### config.mk
export PLATFORM = sky130hd
export DESIGN_NAME = plru_way_select
export DESIGN_NICKNAME = d
export VERILOG_FILES = /design/src/rtl/plru_way_select_pkg.sv /design/src/rtl/plru_tree.sv /design/src/rtl/plru_way_select.sv
export SDC_FILE = /design/constraint.sdc
export NUM_CORES = 2
export LEC_CHECK = 0
export CELL_PAD_IN_SITES_DETAIL_PLACEMENT = 0
export CELL_PAD_IN_SITES_GLOBAL_PLACEMENT = 2
export CORE_MARGIN = 1
export CORE_UTILIZATION = 51
export CTS_CLUSTER_DIAMETER = 150
export CTS_CLUSTER_SIZE = 8
export DETAILED_ROUTE_END_ITERATION = 8
export DONT_BUFFER_PORTS = 1
export HOLD_SLACK_MARGIN = 0.03
export PLACE_DENSITY = 0.84
export SLEW_MARGIN = 30
export SYNTH_ARGS = -nofsm -noshare
export SYNTH_HDL_FRONTEND = slang
export SYNTH_SLANG_ARGS = --single-unit
### constraint.sdc
create_clock -name clk -period 20.1 [get_ports clk]
set_clock_uncertainty 0.1 [all_clocks]
set_input_delay 3.015 -clock clk [delete_from_list [all_inputs] [get_ports clk]]
set_output_delay 3.015 -clock clk [all_outputs]
set_load 0.02 [all_outputs]
### src/rtl/plru_way_select_pkg.sv
// Shared cache parameters and the init/ready state encoding for the PLRU way selector.
package plru_way_select_pkg;

    localparam int PLRU_WAYS = 8;
    localparam int PLRU_SETS = 256;

    typedef enum logic {
        ST_INIT  = 1'b0,
        ST_READY = 1'b1
    } plru_state_e;

endpackage

### src/rtl/plru_tree.sv
// Combinational tree-PLRU helper: victim search and path update over a heap-indexed tree.
module plru_tree #(
    parameter int WAYS = 8
) (
    input  logic [WAYS-2:0]         bits_i,
    input  logic [$clog2(WAYS)-1:0] way_i,
    output logic [$clog2(WAYS)-1:0] victim_o,
    output logic [WAYS-2:0]         bits_o
);

    localparam int LW = $clog2(WAYS);

    logic [LW-1:0] vnode;
    logic [LW-1:0] unode;
    logic          dir;

    // Victim walk: a 0 bit steers to the lower half, so the bit itself is the next way-index bit.
    always_comb begin
        victim_o = '0;
        vnode    = '0;
        for (int l = 0; l < LW; l++) begin
            victim_o = LW'((int'(victim_o) << 1) | int'(bits_i[vnode]));
            vnode    = LW'(2 * int'(vnode) + 1 + int'(bits_i[vnode]));
        end
    end

    // Path update: each node on the way's path is flipped to point at the other half.
    always_comb begin
        bits_o = bits_i;
        unode  = '0;
        dir    = 1'b0;
        for (int l = 0; l < LW; l++) begin
            dir           = |(way_i & (LW'(1) << (LW - 1 - l)));
            bits_o[unode] = ~dir;
            unode         = LW'(2 * int'(unode) + 1 + int'(dir));
        end
    end

endmodule

### src/rtl/plru_way_select.sv
// Per-set tree-PLRU way selector: hit priority, then invalid fill, then PLRU victim.
module plru_way_select
    import plru_way_select_pkg::*;
#(
    parameter int WAYS = PLRU_WAYS,
    parameter int SETS = PLRU_SETS
) (
    input  logic                    clk,
    input  logic                    reset,
    input  logic                    req_valid,
    output logic                    req_ready,
    input  logic [$clog2(SETS)-1:0] set_index,
    input  logic [WAYS-1:0]         hit_vec,
    input  logic [WAYS-1:0]         valid_vec,
    output logic                    sel_valid,
    output logic [$clog2(WAYS)-1:0] select,
    output logic                    hit,
    output logic                    multi_hit
);

    localparam int LW = $clog2(WAYS);
    localparam int IW = $clog2(SETS);

    plru_state_e   state_q, state_d;
    logic [IW-1:0] cnt_q, cnt_d;

    logic [WAYS-2:0] plru_q [SETS];
    logic [WAYS-2:0] cur_bits;
    logic [WAYS-2:0] upd_bits;
    logic [LW-1:0]   victim;

    logic          accept;
    logic          hit_any;
    logic          all_valid;
    logic          multi_d;
    logic [LW-1:0] hit_idx;
    logic [LW-1:0] inv_idx;
    logic [LW-1:0] sel_d;

    logic          sel_valid_q;
    logic [LW-1:0] select_q;
    logic          hit_q;
    logic          multi_q;

    assign req_ready = (state_q == ST_READY);
    assign accept    = req_ready && req_valid && !reset;
    assign cur_bits  = plru_q[set_index];

    always_comb begin
        state_d = state_q;
        cnt_d   = cnt_q;
        case (state_q)
            ST_INIT: begin
                cnt_d = cnt_q + 1'b1;
                if (cnt_q == IW'(SETS - 1)) state_d = ST_READY;
            end
            ST_READY: ;
            default: state_d = ST_INIT;
        endcase
    end

    always_ff @(posedge clk) begin
        if (reset) begin
            state_q <= ST_INIT;
            cnt_q   <= '0;
        end else begin
            state_q <= state_d;
            cnt_q   <= cnt_d;
        end
    end

    // Priority pick; downward loops leave the lowest set index as the final assignment.
    always_comb begin
        hit_any   = |hit_vec;
        all_valid = &valid_vec;
        multi_d   = |(hit_vec & (hit_vec - WAYS'(1)));
        hit_idx   = '0;
        inv_idx   = '0;
        for (int i = WAYS - 1; i >= 0; i--) begin
            if (hit_vec[i])    hit_idx = LW'(i);
            if (!valid_vec[i]) inv_idx = LW'(i);
        end
        if (hit_any)         sel_d = hit_idx;
        else if (!all_valid) sel_d = inv_idx;
        else                 sel_d = victim;
    end

    plru_tree #(.WAYS(WAYS)) u_tree (
        .bits_i   (cur_bits),
        .way_i    (sel_d),
        .victim_o (victim),
        .bits_o   (upd_bits)
    );

    // PLRU storage has no reset; the init sweep is the only thing that defines it.
    always_ff @(posedge clk) begin
        if (!reset && state_q == ST_INIT)
            plru_q[cnt_q] <= '0;
        else if (accept)
            plru_q[set_index] <= upd_bits;
    end

    always_ff @(posedge clk) begin
        if (reset) begin
            sel_valid_q <= 1'b0;
            select_q    <= '0;
            hit_q       <= 1'b0;
            multi_q     <= 1'b0;
        end else begin
            sel_valid_q <= accept;
            if (accept) begin
                select_q <= sel_d;
                hit_q    <= hit_any;
                multi_q  <= multi_d;
            end
        end
    end

    assign sel_valid = sel_valid_q;
    assign select    = select_q;
    assign hit       = hit_q;
    assign multi_hit = multi_q;

endmodule

==> run_results.csv <==
group,metric,value,unit
run_status,outcome,"finished, violations left",
cts,clkLatencyLatePin,0.89,ns
cts,cts_sinks,1807,
cts,clkTransAtPathRegs,0.05,ns
global_routing,grt_pass1_vias,35600,
placement,port_buffers,0,
route,wl_per_cell,33.7,um
floorplan,io_pins,34,
worst_setup_path,r2r_slack,13.61,ns
synth,synth_fp_nets,3395,
global_routing,antenna_found_initial,1,
floorplan,core_area,0.138,mm^2
synth,synth_commonest_cells,"edfxtp_1 (1792), mux4_2 (432), nor2_1 (306), nand2_1 (94), a22oi_1 (79)",
cts,ctsHoldBuffers,0,
global_routing,grt_pass1_wl,258,mm
route,drc,0,
floorplan,die_h,375,um
synth,yosysSeqAreaShare,76.2,%
sta,relSlewSlack,-112,%
synth,synth-edff-count,1792,
placement,gp_congestion,0.879,
synth,netlist_top_cells_area,"edfxtp_1 (76%), mux4_2 (14%), nor2_1 (1.6%), mux4_1 (0.93%), a22oi_1 (0.84%)",
synth,synth_cells,3367,
hold_path,holdPathStages,2,
synth,synth.avg_cell_area,21.1,um^2
route,drt-total-wl,180,mm
worst_setup_path,rr_endpoint,"plru_q[250][4]",
pwr,p_per_area,103,mW/mm^2
worst_setup_path,cp_data_required_time,20.55,ns
cells_and_area,n_fill_cell,9778,
global_routing,gr-total-overflow,0,
cells_and_area,drive_gt1_share,23.2,%
cts,cts_root_buf,"clkbuf_16",
cts,cts_tree,"built",
hold_path,min_to,"cnt_q[2]",
worst_setup_path,rr_worst_depth,12,
cts,cts_max_level,5,
global_routing,grt_max_degree,464,
placement,post_dp_cell_area,0.0724,mm^2
cells_and_area,regArea,0.0541,mm^2
run_status,violations,"slew limit",
route,avgViaCountPerCell,6.58,
synth,synthesis.area,0.0710,mm^2
sta,worst_slew_pin_slew,3.17,ns
synth,synth.largest_area_cell,"edfxtp_1",
floorplan,row_count,136,
cts,ctsResizeCount,0,
synth,netlist-cell-type-count,76,
cts,post-cts-setup-buffer-count,0,
cells_and_area,fin_nets,3528,
sta,final_max_slew_viol_count,251,
cts,numCtsBuffers,275,
route,vias,35100,
cells_and_area,area_delta_synth_final,12.5,%
synth,synth-warning-count,0,
route,drtPass1Iterations,8,
sta,fin_crit,9.99,ns
synth,synth_ff_type,"edfxtp_1",
synth,async_flop_share,0,%
flow_run,maxCapViolations,0,
global_routing,grtUsageTotal,25.9,%
synth,ys_ff_latch,1807,
worst_setup_path,critPathLaunchType,"input port",
floorplan,dieArea,0.141,mm^2
floorplan,start_util,51.5,%
floorplan,dieWidth,375,um
sta,grt_setup_unrepaired,"false",
route,drtIter0Drc,4353,
cts,max-clock-path-buffers,4,
hold_path,holdCritPathClass,"reg -> reg",
worst_setup_path,rr_startpoint,"plru_q[171][6]",
synth,yosysMostFrequentCell,"edfxtp_1",
cells_and_area,multi_input_comb_area,0.0156,mm^2
sta,max_freq,100,MHz
route,ant_nets,0,
worst_setup_path,cp-end-kind,"register",
placement,dp_hpwl,104,mm
cells_and_area,num_antenna_cells,0,
cells_and_area,stdcell_area,0.0799,mm^2
synth,synth_top_area_share,75.8,%
pwr,p_leak,0.0282,uW
sta,setup_viol,0,
worst_setup_path,cp_max_fo,104,
sta,fin_crit_sh,49.7,%
sta,tns,0,ns
sta,hold_viol,0,
worst_setup_path,setup.worst_path.class,"in -> reg",
worst_setup_path,cp.arrival,10.43,ns
hold_path,min-delay-start,"cnt_q[2]",
pwr,ir_drop,0.0919,mV
[worst max-delay path, cell delays in order]
cell and delay [ns]:
buf_16 0.45, buf_16 0.58, buf_16 0.54, mux4_2 0.58
a22o_1 0.28, a221oi_1 0.60, o22ai_1 0.15, nor3_1 0.57
o32a_1 0.31, mux2_2 0.18, o31ai_1 0.09, a41oi_2 0.39
a31o_4 0.74, buf_4 0.80, buf_6 0.70
[registers in the layout, summed over array words and instances, names as in the netlist]
name       cells
multi_hit      1
plru_q      1792
hit            1
select         3
req_ready      1
sel_valid      1
cnt_q          8
[metal layers]
metal | share of wire [%] | track usage [%]
met4 | 4.2 | 11.0
met2 | 47 | 39.9
met1 | 38 | 35.5
met3 | 10 | 6.65
met5 | 0 | 0
[through the flow]
step                hold WS (ns)  utilization [%]  setup slack, ns  std cells  total power (uW)
detailed placement         0.463             52.5            10.64       5010              4330
finish                     0.476             57.9            10.11       5335              8260
global route               0.509             57.9             9.77       5335              8450
global placement           0.460             52.5            10.89       5009              4330
floorplan                  0.413                -             4.34       3367              4330
CTS                        0.471             57.8            11.45       5328              8260
[worst max path at each step]
| stage | start | to | slack [ns] |
|---|---|---|---|
| after global placement | set_index[0] | plru_q[96][4] | 10.89 |
| final | set_index[0] | plru_q[250][4] | 10.11 |
| after floorplan | set_index[0] | plru_q[0][4] | 4.34 |
| after detailed placement | set_index[0] | plru_q[97][4] | 10.64 |
| after CTS | set_index[0] | plru_q[208][4] | 11.45 |
| after global routing | set_index[0] | plru_q[207][4] | 9.77 |
[cells by family after synthesis]
kind of cell	after synthesis	synth area share, %
multiplexers	524	15.6
flip-flops	1807	76.2
adder cells (fa/ha/maj)	2	0.0317
AND/OR/NAND/NOR	524	3.18
XOR/XNOR	6	0.0740
buffers and inverters	212	1.99
AO/OA/AOI/OAI	292	2.93
[final cells by class]
type | count | area share, %
repair buffers | 56 | 0.763
well taps | 1794 | 2.81
clock buffers | 315 | 9.04
clock inverters | 3 | 0.0423
inverters | 12 | 0.0564
multi-input cells | 1348 | 19.5
flip-flops and latches | 1807 | 67.8
[cell usage in the layout, fill, tap and decap left out, types with 32 or more instances in the layout]
cell / instances
clkbuf_16: 284
a21oi_1: 43
mux2i_1: 56
nor2_1: 302
nand3_1: 32
a22oi_1: 79
mux4_2: 432
nand2_1: 93
buf_4: 43
edfxtp_1: 1792
[where the power goes]
group	leakage, uW	internal (uW)	switching [uW]
clock	0.00355	2480	1480
combinational	0.00494	91.6	118
sequential	0.0197	4090	1.37
total	0.0282	6660	1600
No activity file was read; power rests on OpenSTA's default activity.
